[config.mk]
export PLATFORM = sky130hd
export DESIGN_NAME = uart_rx_fifo
export DESIGN_NICKNAME = d
export VERILOG_FILES = /design/src/rtl/uart_pkg.sv /design/src/rtl/uart_fifo.sv /design/src/rtl/uart_rx_fifo.sv
export SDC_FILE = /design/constraint.sdc
export NUM_CORES = 1
export LEC_CHECK = 0
export ABC_CLOCK_PERIOD_IN_PS = 2200
export BUFFER_PORTS_ARGS = -buffer_cell sky130_fd_sc_hd__clkbuf_2
export CORE_UTILIZATION = 55
export CTS_CLUSTER_DIAMETER = 100
export DETAILED_ROUTE_END_ITERATION = 6
export PLACE_DENSITY = 0.77
export REMOVE_ABC_BUFFERS = 1
export SYNTH_ARGS = -nofsm -noshare
export SYNTH_HDL_FRONTEND = slang
export SYNTH_SLANG_ARGS = --single-unit
[constraint.sdc]
create_clock -name clk -period 2.2 [get_ports clk]
set_input_delay 0.33 -clock clk [delete_from_list [all_inputs] [get_ports clk]]
set_output_delay 0.33 -clock clk [all_outputs]
set_load 0.02 [all_outputs]
[src/rtl/uart_pkg.sv]
// uart_pkg: definitions shared by the UART receiver, the UART transmitter and
// the UART FIFO.
//   uart_rx_state_t    : receive frame FSM states
//   UART_DATA_BITS     : data bits per frame (8N1)
//   UART_MIN_DIVISOR   : smallest usable clocks-per-bit value
//   uart_clamp_divisor : raises a divisor below the minimum up to the minimum
package uart_pkg;

  localparam int UART_DATA_BITS   = 8;
  localparam int UART_MIN_DIVISOR = 4;

  typedef enum logic [1:0] {
    IDLE  = 2'd0,
    START = 2'd1,
    DATA  = 2'd2,
    STOP  = 2'd3
  } uart_rx_state_t;

  function automatic logic [15:0] uart_clamp_divisor(input logic [15:0] div);
    return (div < 16'(UART_MIN_DIVISOR)) ? 16'(UART_MIN_DIVISOR) : div;
  endfunction

endpackage

[src/rtl/uart_fifo.sv]
// uart_fifo: synchronous first-word-fall-through FIFO. The head entry is
// always visible on o_rdata while o_valid is high.
//   i_clk    : clock
//   i_rst_n  : asynchronous active-low reset (empties the FIFO, clears storage)
//   i_push   : write request; accepted when not full, or when full and a pop
//              happens in the same cycle
//   i_wdata  : write data
//   i_pop    : read request; a pop happens when i_pop & o_valid
//   o_rdata  : head entry
//   o_valid  : FIFO not empty
//   o_full   : FIFO full
module uart_fifo #(
  parameter int WIDTH = 8,
  parameter int DEPTH = 4
) (
  input  logic             i_clk,
  input  logic             i_rst_n,
  input  logic             i_push,
  input  logic [WIDTH-1:0] i_wdata,
  input  logic             i_pop,
  output logic [WIDTH-1:0] o_rdata,
  output logic             o_valid,
  output logic             o_full
);

  localparam int AW = $clog2(DEPTH);

  logic [WIDTH-1:0] r_mem [DEPTH];
  logic [AW-1:0]    r_wr_ptr;
  logic [AW-1:0]    r_rd_ptr;
  logic [AW:0]      r_count;

  logic w_do_push;
  logic w_do_pop;

  assign o_valid = (r_count != '0);
  assign o_full  = (r_count == (AW+1)'(DEPTH));
  assign o_rdata = r_mem[r_rd_ptr];

  assign w_do_pop  = i_pop && o_valid;
  // When full, the slot freed by a simultaneous pop is the one being written.
  assign w_do_push = i_push && (!o_full || w_do_pop);

  always_ff @(posedge i_clk or negedge i_rst_n) begin
    if (!i_rst_n) begin
      for (int i = 0; i < DEPTH; i++) begin
        r_mem[i] <= '0;
      end
      r_wr_ptr <= '0;
      r_rd_ptr <= '0;
      r_count  <= '0;
    end else begin
      if (w_do_push) begin
        r_mem[r_wr_ptr] <= i_wdata;
        r_wr_ptr        <= r_wr_ptr + AW'(1);
      end
      if (w_do_pop) begin
        r_rd_ptr <= r_rd_ptr + AW'(1);
      end
      case ({w_do_push, w_do_pop})
        2'b10:   r_count <= r_count + (AW+1)'(1);
        2'b01:   r_count <= r_count - (AW+1)'(1);
        default: r_count <= r_count;
      endcase
    end
  end

endmodule

[src/rtl/uart_rx_fifo.sv]
// uart_rx_fifo: 8N1 UART receiver with a small FWFT receive FIFO.
//   clk         : system clock
//   reset_n     : asynchronous active-low reset
//   divisor     : clocks per bit (values below 4 act as 4), latched per frame
//   rxd         : asynchronous serial input, idle high
//   rx_data     : FIFO head byte, valid while rx_valid
//   rx_valid    : FIFO not empty
//   rx_ready    : consumer pop, taken when rx_valid & rx_ready
//   framing_err : one-cycle pulse, stop bit sampled low
//   break_det   : one-cycle pulse, all-zero byte with stop bit low
//   overrun     : one-cycle pulse, good byte dropped because FIFO full
//
// Frame FSM
//   state | meaning
//   IDLE  | waiting for a falling edge on the synchronised line
//   START | counting to mid start bit, then confirming it is still low
//   DATA  | sampling 8 data bits at mid-bit, LSB first
//   STOP  | sampling the stop bit, then push or report an error
module uart_rx_fifo
  import uart_pkg::*;
#(
  parameter int FIFO_DEPTH  = 4,
  parameter int SYNC_STAGES = 2
) (
  input  logic        clk,
  input  logic        reset_n,
  input  logic [15:0] divisor,
  input  logic        rxd,
  output logic [7:0]  rx_data,
  output logic        rx_valid,
  input  logic        rx_ready,
  output logic        framing_err,
  output logic        break_det,
  output logic        overrun
);

  logic [SYNC_STAGES-1:0]    r_sync;
  logic                      r_rxs_d;
  uart_rx_state_t            r_state;
  logic [15:0]               r_cnt;
  logic [15:0]               r_div_l;
  logic [2:0]                r_bitn;
  logic [UART_DATA_BITS-1:0] r_shift;
  logic                      r_framing_err;
  logic                      r_break_det;
  logic                      r_overrun;

  logic                      w_rxs;
  logic [15:0]               w_div_clamped;
  logic                      w_stop_hit;
  logic                      w_push;
  logic                      w_pop;
  logic                      w_fifo_full;
  logic                      w_fifo_valid;
  logic [UART_DATA_BITS-1:0] w_fifo_rdata;
  logic                      w_overrun;

  assign w_rxs         = r_sync[SYNC_STAGES-1];
  assign w_div_clamped = uart_clamp_divisor(divisor);

  always_ff @(posedge clk or negedge reset_n) begin
    if (!reset_n) begin
      r_sync  <= '1;
      r_rxs_d <= 1'b1;
    end else begin
      r_sync  <= {r_sync[SYNC_STAGES-2:0], rxd};
      r_rxs_d <= w_rxs;
    end
  end

  assign w_stop_hit = (r_state == STOP) && (r_cnt == 16'd0);
  assign w_push     = w_stop_hit && w_rxs;
  assign w_pop      = rx_ready && w_fifo_valid;
  assign w_overrun  = w_push && w_fifo_full && !w_pop;

  always_ff @(posedge clk or negedge reset_n) begin
    if (!reset_n) begin
      r_state       <= IDLE;
      r_cnt         <= 16'd0;
      r_div_l       <= 16'(UART_MIN_DIVISOR);
      r_bitn        <= 3'd0;
      r_shift       <= '0;
      r_framing_err <= 1'b0;
      r_break_det   <= 1'b0;
      r_overrun     <= 1'b0;
    end else begin
      r_framing_err <= 1'b0;
      r_break_det   <= 1'b0;
      r_overrun     <= w_overrun;
      case (r_state)
        IDLE: begin
          if (r_rxs_d && !w_rxs) begin
            r_div_l <= w_div_clamped;
            r_cnt   <= w_div_clamped >> 1;
            r_state <= START;
          end else if (r_cnt != 16'd0) begin
            r_cnt <= r_cnt - 16'd1;
          end
        end
        START: begin
          if (r_cnt != 16'd0) begin
            r_cnt <= r_cnt - 16'd1;
          end else if (!w_rxs) begin
            r_cnt   <= r_div_l - 16'd1;
            r_bitn  <= 3'd0;
            r_state <= DATA;
          end else begin
            // line went back high before mid start bit: a glitch
            r_state <= IDLE;
          end
        end
        DATA: begin
          if (r_cnt != 16'd0) begin
            r_cnt <= r_cnt - 16'd1;
          end else begin
            r_shift <= {w_rxs, r_shift[UART_DATA_BITS-1:1]};
            r_cnt   <= r_div_l - 16'd1;
            if (r_bitn == 3'(UART_DATA_BITS - 1)) begin
              r_state <= STOP;
            end else begin
              r_bitn <= r_bitn + 3'd1;
            end
          end
        end
        STOP: begin
          if (r_cnt != 16'd0) begin
            r_cnt <= r_cnt - 16'd1;
          end else begin
            // a held-low line cannot retrigger: IDLE waits for a fresh edge
            r_state <= IDLE;
            if (!w_rxs) begin
              r_framing_err <= 1'b1;
              r_break_det   <= (r_shift == '0);
            end
          end
        end
        default: r_state <= IDLE;
      endcase
    end
  end

  uart_fifo #(
    .WIDTH (UART_DATA_BITS),
    .DEPTH (FIFO_DEPTH)
  ) u_fifo (
    .i_clk   (clk),
    .i_rst_n (reset_n),
    .i_push  (w_push),
    .i_wdata (r_shift),
    .i_pop   (rx_ready),
    .o_rdata (w_fifo_rdata),
    .o_valid (w_fifo_valid),
    .o_full  (w_fifo_full)
  );

  assign rx_data     = w_fifo_rdata;
  assign rx_valid    = w_fifo_valid;
  assign framing_err = r_framing_err;
  assign break_det   = r_break_det;
  assign overrun     = r_overrun;

endmodule

==> results of run 1 <==
-- stage by stage --
step	power [mW]	cells	instance area (sq um)	utilization, %
after floorplan	4.19	419	4770	-
final	6.64	619	5700	68.0
after detailed placement	5.37	600	5410	64.5
after global routing	7.04	619	5700	68.0
after CTS	6.50	617	5650	67.4
after global placement	5.26	600	5410	64.5
-- worst max path at each step --
stage,start,endpoint,slack (ps),cells past startpoint
floorplan,r_cnt[0],u_fifo.r_mem[8],-170,7
global placement,rx_ready,u_fifo.r_count[2],-140,10
detailed placement,rx_ready,u_fifo.r_count[2],-220,10
CTS,u_fifo.r_count[0],u_fifo.r_count[2],-30,9
global route,u_fifo.r_count[0],u_fifo.r_count[2],-140,9
finish,u_fifo.r_count[0],u_fifo.r_count[2],-90,9
-- cell usage after synthesis (4+ instances only) --
cell      number
xnor2_1       11
nor2_1        23
nor3_1         9
a21oi_1       17
o21ai_0       20
ha_1          14
nand2_1       40
and3_1         4
mux4_2         8
xor2_1        14
dfrtp_1       86
mux2_2        53
o31ai_1        5
nand2_2        4
nor4_1        13
nand2b_1       7
a31oi_1        5
a22oi_1        4
inv_1         13
nor2b_1        4
or3_1          5
clkbuf_1      10
nand4_1        5
dfstp_2        4
-- layer usage --
| layer | routed length, um | global-route usage [%] |
|---|---|---|
| met1 | 4710 | 31.1 |
| met2 | 5660 | 47.4 |
| met3 | 545 | 5.69 |
| met4 | 210 | 7.96 |
| met5 | 0 | 0 |
-- repair_timing --
action | in CTS | in global routing
hold buffers | 1 | 0
setup endpoints to repair | 55 | 47
endpoints found under the hold margin | 31 | 0
resized for setup | 13 | 12
setup buffers | 0 | 2
pin swaps | 3 | 8
-- sequential cells by signal, summed over array words and instances, names as in the netlist, 2 cells and up, named ones only --
name	count
u_fifo.r_wr_ptr	2
r_div_l	16
r_shift	8
u_fifo.r_rd_ptr	2
u_fifo.r_count	3
r_sync	2
r_bitn	3
r_cnt	16
u_fifo.r_mem	32
-- cell families (layout without fill, tap and decap cells) --
family                   Yosys count  in the layout
multiplexers                      65             65
buffers and inverters             29            108
flip-flops                        90             90
AO/OA/AOI/OAI                     75             75
adder cells (fa/ha/maj)           15             15
AND/OR/NAND/NOR                  136            136
XOR/XNOR                          25             25
-- area by class of cell --
cell class | count | area share (%)
sequential | 90 | 39.6
clock buffer | 11 | 2.48
timing repair buffer | 79 | 9.42
clock inverter | 5 | 0.659
multi-input combinational | 316 | 44.7
tap | 105 | 2.31
inverter | 13 | 0.856
-- power breakdown --
| part | leakage [nW] | switching, mW | internal [mW] |
|---|---|---|---|
| Sequential | 1.17 | 0.389 | 2.02 |
| Clock | 0.0863 | 0.612 | 0.449 |
| Combinational | 1.40 | 1.65 | 1.53 |
| Total | 2.65 | 2.65 | 4.00 |
-- critical path: stages (launching register included) --
cell and delay, ps:
dfrtp_1 400, or4b_4 550, nor2b_4 140, nand3b_1 90, ha_2 190, inv_2 40, fa_2 330, xor2_1 150
nor2_1 140, xor2_1 180
==> metrics, run 1 <==
register bit total from synthesis=90; ANT nets after route=0; area of the mapped netlist=between 4000 and 5000 sq um; largest net degree at the start of global routing=59; Hold Path Depth=1; nets@finish=roughly 540; number of I/O pins=32; clk buf depth=2; Startpoint Class=register; post-route setup slack=-85.7 ps; sequential fraction of the synthesis area=between 40% and 50%; WL final=between 10000 and 15000 um; TNS Setup=-85.7 ps; GPL Wtd Cong=between 0.9 and 1; drt first pass iters=5; Crit Path Max Fanout=2; worst-case reg-to-reg path depth=9; Avg Cell Area, Syn=11.1 sq um; via count=between 3000 and 4000; crit path time final=2290 ps; setup slack at placement=-218 ps; initial antenna violation count=0; MaxCap Viol Count=0; Worst Path Arrival=2570 ps; ratio of final minimum period to clock period=104%; Clock transition at path regs=around 90 ps; die area=around 9200 sq um; Setup Skew=between 10 and 15 ps; share of layout cells above drive strength 1=36.6%; P per Cell Area=between 1000 and 1500 nW/um^2; Setup Crit Path Kind=reg2reg; Inserted Clock Buffers=9; adder-cell share of the synthesized area=under 10%; commonest non-fill, non-tap cells in the layout=dfrtp_1, mux2_2, buf_4; vias in the first global route=between 3000 and 4000; measured slew at the worst slew-check pin=between 500 and 600 ps; Synth Warn #=0; grt total ovfl=0; Crit Reg-Reg Endpoint=u_fifo.r_count[2]; Main synth FF type=dfrtp_1; post-synthesis simple-gate area fraction=between 15 and 20%; final hold slack=roughly 47 ps; CTS Root Cell=clkbuf_8; final hold violations=0; I/O Buffers=31; post-synthesis mux area share=about 17%; Storage cell area=around 2300 sq um; CTS tree=yes; Slew headroom=63.6%; violated checks=negative setup slack; main combinational cell family by area after synthesis=multiplexers; min-delay src=rxd; Synth area leaders=dfrtp_1, mux2_2, mux4_2; n_diodes=0; maximum vdd ir drop=~0.00068 V; Max Slew Vio Count=0; Cell variety after synth=between 60 and 70; Global Route Usage Sum=a little over a quarter; synthesis-to-finish area growth=17.8%; filler cell count=632; post-synthesis xor/xnor area fraction=about 4.5%; CTS H-tree lvls=3; multi-input logic area=roughly 2500 sq um; post-DP HPWL=a little over 8000 um; status=finished with violations; Clock Latency Late Sink=approximately 360 ps; Endpoint, Worst Hold=r_sync[0]; hold crit path type=in2reg; drt initial violations=~150; chip height=~96 um; Reg-to-Reg Start=u_fifo.r_count[0]; CP Data Required Time=between 2000 and 2500 ps; first-pass GRT wire length=roughly 18000 um; leakage power=2.65 nW; Synth area leader=dfrtp_1; Setup violations, final=1; core outline area=8380 sq um; top cell type's share of synthesized area=between 40% and 50%; RSZ-0062 raised after global routing=yes; maximum clock frequency=about 440 MHz; via density per instance=a little under 6; R2R setup slack=-90 ps; Async S/R FF share, synth=100%; cells after synthesis=435; die width=around 96 um; commonest non-fill, non-tap cell in the layout=dfrtp_1; EDFF count, synth=0; Critical Path End Type=register; starting density of the core=a little under 60%; Sink Count=90; cell row count=33; Synth Area in Compound Gates=approximately 10%; routed len/inst=between 15 and 20 um; drt drc=0
Note: power is estimated with default switching activity, not from simulation.
==> run 2, diff against run 1 <==
BUFFER_PORTS_ARGS = -buffer_cell sky130_fd_sc_hd__buf_2   (was -buffer_cell sky130_fd_sc_hd__clkbuf_2)
==> metrics, run 2 (synthesized netlist as in run 1, its figures left out) <==
R2R setup slack=-9 ps (+80 ps); Worst path max stage delay=530 ps (-20 ps); Storage cell area=2260 sq um (unchanged); measured slew at the worst slew-check pin=543 ps (+2.50 ps); routed len/inst=17.5 um (-2.7%); commonest non-fill, non-tap cell in the layout=dfrtp_1; multi-input logic area=2530 sq um (-0.59%); synthesis-to-finish area growth=17.3%; MaxCap Viol Count=0 (unchanged); CTS tree=yes; CTS H-tree lvls=3 (unchanged); starting density of the core=57.7% (unchanged); final hold slack=53.1 ps (+6.56 ps); CTS Root Cell=clkbuf_8; slowest cell on the critical path=or4b_4; CP Data Required Time=2500 ps (about the same); chip height=95.8 um (unchanged); Global Route Usage Sum=26.4% (+0.17 points); ANT nets after route=0 (unchanged); n_diodes=0 (unchanged); crit path cell chain=or4b_4, nor2b_4, nand3b_1, ha_2, inv_2, fa_2, xor2_1, nor2_1, xor2_1; initial antenna violation count=0 (unchanged); Crit path top cell by count=xor2_1; vias in the first global route=3728 (+0.081%); GPL Wtd Cong=0.911 (-2.9%); setup slack at placement=-234 ps (-16.1 ps); I/O Buffers=31 (unchanged); post-DP HPWL=8050 um (-1.5%); Setup violations, final=1 (unchanged); via density per instance=5.99 (+1.2%); critical path depth=9 (unchanged); Reg-to-Reg Start=u_fifo.r_count[0]; P per Cell Area=1170 nW/um^2 (about the same); ratio of final minimum period to clock period=100% (-3.5 points); grt total ovfl=0 (unchanged); Clock transition at path regs=90 ps (about the same); Sw Ratio=38.6% (-1.2 points); sw power=2.56 mW (-3.3%); Inserted Clock Buffers=9 (unchanged); post-route setup slack=-9.03 ps (+76.6 ps); Sink Count=90 (unchanged); leading registers by flop count=u_fifo.r_mem (32), r_cnt (16), r_div_l (16); Clock Latency Late Sink=370 ps (about the same); Crit Path Max Fanout=2 (unchanged); status=finished with violations; kind of cell adding the most delay to the critical path=simple AND/OR/NAND/NOR gates; drt drc=0 (unchanged); die area=9180 sq um (unchanged); leakage power=2.65 nW (-0.29%); clk buf depth=2 (unchanged); final hold violations=0 (unchanged); Worst Path Arrival=2510 ps (-60 ps); placed cell area=5390 sq um (-0.42%); Largest Register=u_fifo.r_mem; share of layout cells above drive strength 1=35.7% (-0.89 points); Max Slew Vio Count=0 (unchanged); core outline area=8380 sq um (unchanged); TNS Setup=-9.03 ps (+76.6 ps); Setup Crit Path Kind=reg2reg; Gate power share=46.1% (-1.6 points); via count=3685 (+0.57%); max FFs per register=32 (unchanged); Crit. Startpoint=u_fifo.r_count[0]; violated checks=negative setup slack; Slew headroom=63.5% (-0.17 points); Finished Layout Cells=615 (-0.65%); Crit Reg-Reg Endpoint=u_fifo.r_count[2]; drt initial violations=158 (+3.9%); filler cell count=662 (+4.7%); maximum vdd ir drop=0.000755 V (+11%); commonest non-fill, non-tap cells in the layout=dfrtp_1, mux2_2, buf_4; nets@finish=540 (-0.74%); first-pass GRT wire length=18200 um (+0.88%); die width=95.8 um (unchanged); Setup crit end=u_fifo.r_count[2]; worst-case reg-to-reg path depth=9 (unchanged); maximum clock frequency=453 MHz (+3.5%); Critical Path End Type=register; Setup Skew=9.85 ps (-0.787 ps); cell row count=33 (unchanged); final instance area=5680 sq um (-0.40%); RSZ-0062 raised after global routing=yes; number of I/O pins=32 (unchanged); CP Buf/Inv Count=1 (unchanged); internal power consumption=4.07 mW (+1.7%); drt first pass iters=4 (-1); largest net degree at the start of global routing=52 (-12%); crit path time final=2210 ps (-76.6 ps); clock share of power=17.5% (+1.5 points); WL final=10800 um (-3.3%); Sequential Power Share=36.4% (about the same); Placed Instances=597 (-0.50%); Startpoint Class=register; hold crit path type=in2reg
-- run 2: cell types whose count changed in the layout (fill, tap and decap cells not counted), moves of 2 or more --
| cell | previous run | this run |
|---|---|---|
| buf_2 | 0 | 30 |
| buf_4 | 46 | 42 |
| clkbuf_2 | 30 | 0 |
| inv_1 | 12 | 10 |
| inv_2 | 1 | 3 |
| o21ai_0 | 17 | 19 |
-- run 2: worst reg2reg max path, stage by stage, from the launching register on --
cell      delay, ps
dfrtp_1         390
or4b_4          530
nor2b_4         140
nand3b_1         80
ha_2            190
inv_2            40
fa_2            340
xor2_1          150
nor2_1          130
xor2_1          160
-- run 2: worst min path at each step --
stage / start / end / slack, ps / cells after the start
after floorplan: reset_n / asynchronous set/reset pin / 30 / 0
after global placement: reset_n / u_fifo.r_mem[25] / 340 / 1
after detailed placement: reset_n / u_fifo.r_mem[17] / 350 / 1
after CTS: rxd / r_sync[0] / 50 / 1
after global routing: rxd / r_sync[0] / 40 / 1
final: rxd / r_sync[0] / 50 / 1
-- run 2: stage by stage --
step | power [mW] | utilization [%]
CTS | 6.59 | 67.5
global route | 7.08 | 67.7
finish | 6.62 | 67.7
floorplan | 4.19 | -
detailed placement | 5.33 | 64.3
global placement | 5.21 | 64.3
-- run 2: layout make-up --
cell class,count,share of cell area (%)
clock buffer,11,2.49
clock inverter,5,1.06
inverter,13,0.860
multi-input combinational,316,44.6
sequential,90,39.8
tap,105,2.31
timing repair buffer,75,8.93
-- run 2: power by group through the flow --
stage | clock (mW) | combinational, mW | sequential, mW
2_1_floorplan | 0 | 1.77 | 2.42
5_1_grt | 1.24 | 3.38 | 2.46
3_5_place_dp | 0 | 2.92 | 2.41
6_report | 1.16 | 3.05 | 2.41
4_1_cts | 1.18 | 3.02 | 2.39
3_3_place_gp | 0 | 2.83 | 2.39
-- run 2: timing repair --
action,CTS,global route
hold endpoints to repair,38,0
endpoints found under the setup margin,59,50
resized for setup,13,7
setup buffers,1,0
pin swaps,5,7
hold buffers,1,0
-- run 2: routing by layer --
layer	GRT usage [%]	wire length (um)
met4	12.6	283
met1	33.1	4640
met5	0	0
met3	4.11	484
met2	44.7	5340
